File: src/rtl/instr_mem_loader.sv
`default_nettype none
// ============================================================================
// Module  : instr_mem_loader
// Brief   : Boot-time loader that packs a byte stream into 9-bit instructions
//           and writes them from address 0, holding the CPU until it is done.
// Revision: 1.0 - initial release
// ============================================================================
module instr_mem_loader #(
   parameter int ADDR_W  = 8,
   parameter int INSTR_W = 9,
   parameter int DEPTH   = 256
) (
   input  logic               clk,
   input  logic               rst_n,
   input  logic               start,
   input  logic               in_valid,
   output logic               in_ready,
   input  logic [7:0]         in_byte,
   input  logic               in_last,
   output logic               wr_en,
   output logic [ADDR_W-1:0]  wr_addr,
   output logic [INSTR_W-1:0] wr_data,
   output logic               cpu_hold,
   output logic               done,
   output logic               error,
   output logic [ADDR_W:0]    load_count
);

   typedef enum logic [2:0] {
      S_IDLE = 3'd0,
      S_LO   = 3'd1,
      S_HI   = 3'd2,
      S_WR   = 3'd3,
      S_DONE = 3'd4
   } state_t;

   localparam logic [ADDR_W:0] C_FULL = (ADDR_W+1)'(DEPTH);
   localparam logic [ADDR_W:0] C_ONE  = {{ADDR_W{1'b0}}, 1'b1};

   state_t             r_state;
   logic [7:0]         r_lo;
   logic               r_last;
   logic [ADDR_W:0]    r_count;
   logic               r_in_ready;
   logic               r_wr_en;
   logic [ADDR_W-1:0]  r_wr_addr;
   logic [INSTR_W-1:0] r_wr_data;
   logic               r_cpu_hold;
   logic               r_done;
   logic               r_error;

   logic               w_fire;
   logic               w_hi_bad;

   assign w_fire   = in_valid && r_in_ready;
   // High byte may only carry instruction bit 8; a full memory never wraps.
   assign w_hi_bad = (in_byte[7:1] != 7'd0) || (r_count == C_FULL);

   always_ff @(posedge clk or negedge rst_n) begin
      if (!rst_n) begin
         r_state    <= S_IDLE;
         r_lo       <= 8'd0;
         r_last     <= 1'b0;
         r_count    <= '0;
         r_in_ready <= 1'b0;
         r_wr_en    <= 1'b0;
         r_wr_addr  <= '0;
         r_wr_data  <= '0;
         r_cpu_hold <= 1'b1;
         r_done     <= 1'b0;
         r_error    <= 1'b0;
      end else begin
         r_wr_en <= 1'b0;
         r_done  <= 1'b0;
         case (r_state)
            S_IDLE: begin
               if (start) begin
                  r_state    <= S_LO;
                  r_in_ready <= 1'b1;
                  r_error    <= 1'b0;
                  r_count    <= '0;
                  r_cpu_hold <= 1'b1;
               end
            end
            S_LO: begin
               if (w_fire) begin
                  r_lo <= in_byte;
                  if (in_last) begin
                     r_error    <= 1'b1;
                     r_in_ready <= 1'b0;
                     r_state    <= S_IDLE;
                  end else begin
                     r_state <= S_HI;
                  end
               end
            end
            S_HI: begin
               if (w_fire) begin
                  r_last     <= in_last;
                  r_in_ready <= 1'b0;
                  if (w_hi_bad) begin
                     r_error <= 1'b1;
                     r_state <= S_IDLE;
                  end else begin
                     r_wr_en   <= 1'b1;
                     r_wr_addr <= r_count[ADDR_W-1:0];
                     r_wr_data <= {in_byte[0], r_lo};
                     r_state   <= S_WR;
                  end
               end
            end
            S_WR: begin
               r_count <= r_count + C_ONE;
               if (r_last) begin
                  r_done     <= 1'b1;
                  r_cpu_hold <= 1'b0;
                  r_state    <= S_DONE;
               end else begin
                  r_in_ready <= 1'b1;
                  r_state    <= S_LO;
               end
            end
            S_DONE: begin
               r_state <= S_IDLE;
            end
            default: begin
               r_in_ready <= 1'b0;
               r_state    <= S_IDLE;
            end
         endcase
      end
   end

   assign in_ready   = r_in_ready;
   assign wr_en      = r_wr_en;
   assign wr_addr    = r_wr_addr;
   assign wr_data    = r_wr_data;
   assign cpu_hold   = r_cpu_hold;
   assign done       = r_done;
   assign error      = r_error;
   assign load_count = r_count;

endmodule
`default_nettype wire

File: config.mk
export PLATFORM = sky130hd
export DESIGN_NAME = instr_mem_loader
export DESIGN_NICKNAME = d
export VERILOG_FILES = /design/src/rtl/instr_mem_loader.sv
export SDC_FILE = /design/constraint.sdc
export NUM_CORES = 1
export LEC_CHECK = 0
export CAP_MARGIN = 10
export CELL_PAD_IN_SITES_DETAIL_PLACEMENT = 1
export CELL_PAD_IN_SITES_GLOBAL_PLACEMENT = 2
export CORE_MARGIN = 2
export CORE_UTILIZATION = 32
export DETAILED_ROUTE_END_ITERATION = 10
export PLACE_DENSITY = 0.76
export RECOVER_POWER = 100
export SYNTH_ARGS = -nofsm -noshare
export SYNTH_HDL_FRONTEND = slang
export SYNTH_SLANG_ARGS = --single-unit
File: constraint.sdc
create_clock -name clk -period 2.2 [get_ports clk]
set_clock_uncertainty 0.2 [all_clocks]
set_input_delay 0.55 -clock clk [delete_from_list [all_inputs] [get_ports clk]]
set_output_delay 0.55 -clock clk [all_outputs]
set_load 0.01 [all_outputs]
# After elaboration in Yosys (flattened, before gate mapping)
# Cells that the tools add are included.
# totals
reg_bits	43
inputBits	13
out_inout_bits	31
word_cells	68
# classes
add_sub_neg	1
eq_ne	12
mux	28
n_bitwise	2
n_reduce_logical	14
# op_table
op	count
one-hot mux 9 bit (2 select lines)	1
two-way mux 1 bit	16
!= test 2 bit (second input constant)	7
two-way mux 3 bit	4
one-hot mux 3 bit (4 select lines)	1
AND reduction 6 bit	2
adder 9 x 1 -> 9 bit (second input constant)	1
equality test 9 bit (second input constant)	1
two-way mux 9 bit	1
AND reduction 3 bit	3
nonzero test 7 bit	1
equality test 3 x 2 -> 1 bit (second input constant)	2
AND reduction 2 bit	3
one-hot mux 1 bit (5 select lines)	1
two-way mux 2 bit	2
equality test 3 x 1 -> 1 bit (second input constant)	1
equality test 3 bit (second input constant)	1
zero test 3 bit	1
one-hot mux 1 bit (3 select lines)	1
nonzero test 3 bit	1
inverter 1 bit	2
one-hot mux 1 bit (2 select lines)	1
nonzero test 2 bit	1
logical AND 1 bit	1
logical OR 1 bit	1

# Logic depth before layout (Yosys ltp)
# depth
depth_word	5
ltp_mapped	8
mapped_depth_nobuf	6

# Worst setup path after synthesis
# OpenSTA, ideal clock, no wires.
# synth_path
path_kind	input-to-reg
start	in in_byte[2]
end	reg r_wr_addr[7], in the netlist wr_addr[7]
setup_time_ns	0.125
arrival_ns	1.935
required_ns	1.875
slack_ns	-0.060
stages	6
path_buffers	2
cell_sequence	or4_1 > a211oi_2 > nand3b_1 > buf_6 > buf_6 > mux2_4
# synth_between
elab_chain_cells	4
# synth_lines
element	line	text
start: declaration	18	input logic [7:0] in_byte,
nonzero test 7 bit	57	assign w_hi_bad = (in_byte[7:1] != 7'd0) || (r_count == C_FULL);
logical OR 1 bit	57	
inverter 1 bit (no source line)	-	
AND reduction 3 bit (no source line)	-	
end signal: assignment	106	r_wr_addr <= r_count[ADDR_W-1:0];
end: declaration	46	logic [ADDR_W-1:0] r_wr_addr;
# No other way between the ends.
# A chain may end at the register's enable or synchronous reset.

# Worst setup path in the final report
# layout_path
start	in in_byte[2]
end	reg r_wr_addr[4], in the netlist wr_addr[4]
# Same word-level chain as after synthesis.

==> impl_metrics.json <==
{
  "synth-warning-count": 0,
  "cap_violations": 0,
  "vias_per_cell": 4.874,
  "crit_fanout": 5,
  "area_growth_syn_to_layout_pct": 44.56,
  "postSynthCellCount": 156,
  "finalNonFillerCells": 301,
  "syn-cell-area_um2": 1909,
  "critical_path_required_ns": 2.18,
  "fmax_ghz": 0.4589,
  "htreeDepth": 2,
  "clock_latency_ns": 0.30,
  "io_buffers": 43,
  "finalCritPeriodShare_pct": 99.05,
  "synth_fp_nets": 171,
  "drt-met1-wl_um": 2118,
  "path_clk_slew_ns": 0.09,
  "placed_cells": 285,
  "drt_iter0_markers": 98,
  "whs_ns": 0.2353,
  "drive_gt1_share_pct": 26.55,
  "worstReg2RegEnd": "wr_addr[4]",
  "ios": 44,
  "hold_viol_final": 0,
  "wirelength_um": 4980,
  "crit_top_cell": "buf_6",
  "power_density_nw_per_um2": 867.0,
  "crit_family": "simple AND/OR/NAND/NOR gates",
  "slew_headroom_pct": 26.61,
  "setup_violations": 0,
  "async_flop_share_pct": 100.0,
  "grt_pass1_vias": 1623,
  "antenna_found_initial": 0,
  "path_class": "in2reg",
  "place_congestion": 0.7565,
  "yosysUniqueCellTypes": 38,
  "period_needed_ns": 2.179,
  "cts_tree": "built",
  "syn_avg_cell_area_um2": 12.24,
  "slowest_stage": "or4_4",
  "p_leak_nw": 1.292,
  "num_rows": 28,
  "drc_errors": 0,
  "worstHoldPathType": "in2async",
  "routedWlPerCell_um": 16.54,
  "die_h_um": 81.25,
  "wl_met3_um": 148,
  "synth_edf_count": 0,
  "core_area_um2": 5851,
  "cts_buffers": 5,
  "reg2reg_depth": 8,
  "dp_hpwl_um": 3513,
  "top_layer": "met4",
  "status": "finished, final reports clean",
  "die_x_um": 81.25,
  "synth.ff_latch_count": 43,
  "clk_path_buf_depth": 2,
  "r2r_slack_ns": 0.10,
  "grt_pass1_wl_um": 8259,
  "rsz0062_at_grt": "yes",
  "worst-path-buf-inv": 3,
  "synth_flop_cell": "dfrtp_1",
  "dieArea_um2": 6601,
  "grt_usage_pct": 16.74,
  "utilization_pct": 47.18,
  "vdd_drop_max_mv": 0.3964,
  "worstMarginPinSlew_ns": 1.101,
  "cts_root_buf": "clkbuf_8",
  "start_util_pct": 32.63,
  "start_kind": "primary input",
  "grt_max_degree": 25,
  "fin_total_pwr_mw": 2.393,
  "cp.arrival_ns": 2.16,
  "critPathMaxStageDelay_ns": 0.54,
  "met2_length_um": 2631,
  "overflow": 0,
  "ys_seq_area_share_pct": 56.42,
  "dr.pass1.iters": 4,
  "slew_viol_final": 0,
  "clock_sink_count": 43,
  "antenna-diode-count": 0,
  "end_kind": "flop",
  "vias": 1467,
  "r2r_start": "load_count[0]",
  "fin_nets": 240,
  "path_cells": "buf_6 -> or4_4 -> a211oi_4 -> nand3b_1 -> buf_6 -> buf_8 -> mux2_4",
  "antenna_left": 0
}
## sequential cells by signal, indices dropped and copies added (netlist names)
name        cells
load_count      9
wr_en           1
cpu_hold        1
wr_addr         8
done            1
r_lo            8
error           1
r_last          1
r_state         3
wr_data         9
in_ready        1
## layout by cell type, fill, tap and decap left out, types with 5 or more instances in the layout
cell	count
buf_4	16
buf_6	6
clkbuf_8	5
clkdlybuf4s50_1	36
dfrtp_1	42
mux2_1	9
mux2_4	17
nand2_1	13
nor2_1	9
o21ai_1	9
## worst max-delay path by stage
stage                     startpoint         end  cells past startpoint
after floorplan           in_byte[2]  wr_addr[7]                      6
after global routing      in_byte[2]  wr_addr[4]                      7
after detailed placement  in_byte[2]  wr_data[8]                      6
after CTS                 in_byte[7]  wr_addr[4]                      7
after global placement    in_byte[2]  wr_addr[0]                      6
final                     in_byte[2]  wr_addr[4]                      7
## where the power goes
group,switching (mW),leakage [nW],internal [mW],total (mW)
registers,0.114,0.569,0.958,1.07
clock network,0.296,0.0408,0.227,0.523
logic,0.387,0.682,0.410,0.798
## worst reg2reg max path, stage by stage (launching register included)
cell	delay (ns)
dfrtp_1	0.35
inv_1	0.05
ha_1	0.20
nor4bb_2	0.19
a211oi_4	0.23
nand3b_1	0.18
buf_6	0.17
buf_8	0.13
mux2_4	0.30
## timing repair
action	in CTS	in global routing
endpoints found under the setup margin	17	17
pin swaps	2	4
cloned	1	0
hold buffers	0	0
gates resized for setup	33	6
buffers inserted	5	2
## cells in the mapped netlist (2+ instances only)
cell	instances	share of area, %
nand3b_1	3	1.2
dfrtp_1	42	55
o21ai_0	2	0.52
nor2_1	9	1.8
o211ai_1	2	0.79
o21ai_1	9	2.4
mux2_4	8	6.3
nor2b_1	2	0.66
nand3_1	2	0.52
nand2_1	13	2.6
inv_1	2	0.39
and3_1	2	0.66
nand4_1	3	0.98
ha_1	2	1.3
nand2b_1	3	0.98
a21oi_1	3	0.79
o21a_1	2	0.79
buf_6	2	1.2
clkbuf_1	5	0.98
o22ai_1	2	0.66
mux2_1	18	11
o31ai_1	2	0.79
and2_1	3	0.98
## logic make-up after synthesis
group                      after synthesis  share of synthesized area (%)
adders and majority gates                2                          1.310
DFF                                     43                          56.42
muxes                                   27                          17.43
buffers and inverters                   10                          2.752
and+or+nand+nor                         49                          13.83
AOI/OAI and AO/OA                       25                          8.256
## final cells by class
cell class	count	area [µm²]
well taps	75	93.84
clock buffers	5	68.82
inverters	3	11.26
multi-input cells	103	833.3
repair buffers	69	651.9
clock inverters	3	23.77
flip-flops and latches	43	1077
fillers	626	3090
## through the flow
stage | TNS [ns] | instance area [µm²] | setup WS, ns
floorplan | -0.3351 | 1917 | -0.04188
global placement | -9.535 | 2551 | -0.4587
detailed placement | -11.40 | 2551 | -0.5507
CTS | 0 | 2753 | 0.003001
global route | -0.02661 | 2760 | -0.01362
finish | 0 | 2760 | 0.02088
## layer usage
metal  vias to the layer above  GRT usage [%]
li1                        691              -
met1                       741          20.24
met2                        31          29.01
met3                         4          3.222
met4                         0          7.119
met5                         -              0
No activity file was read; power rests on OpenSTA's default activity.
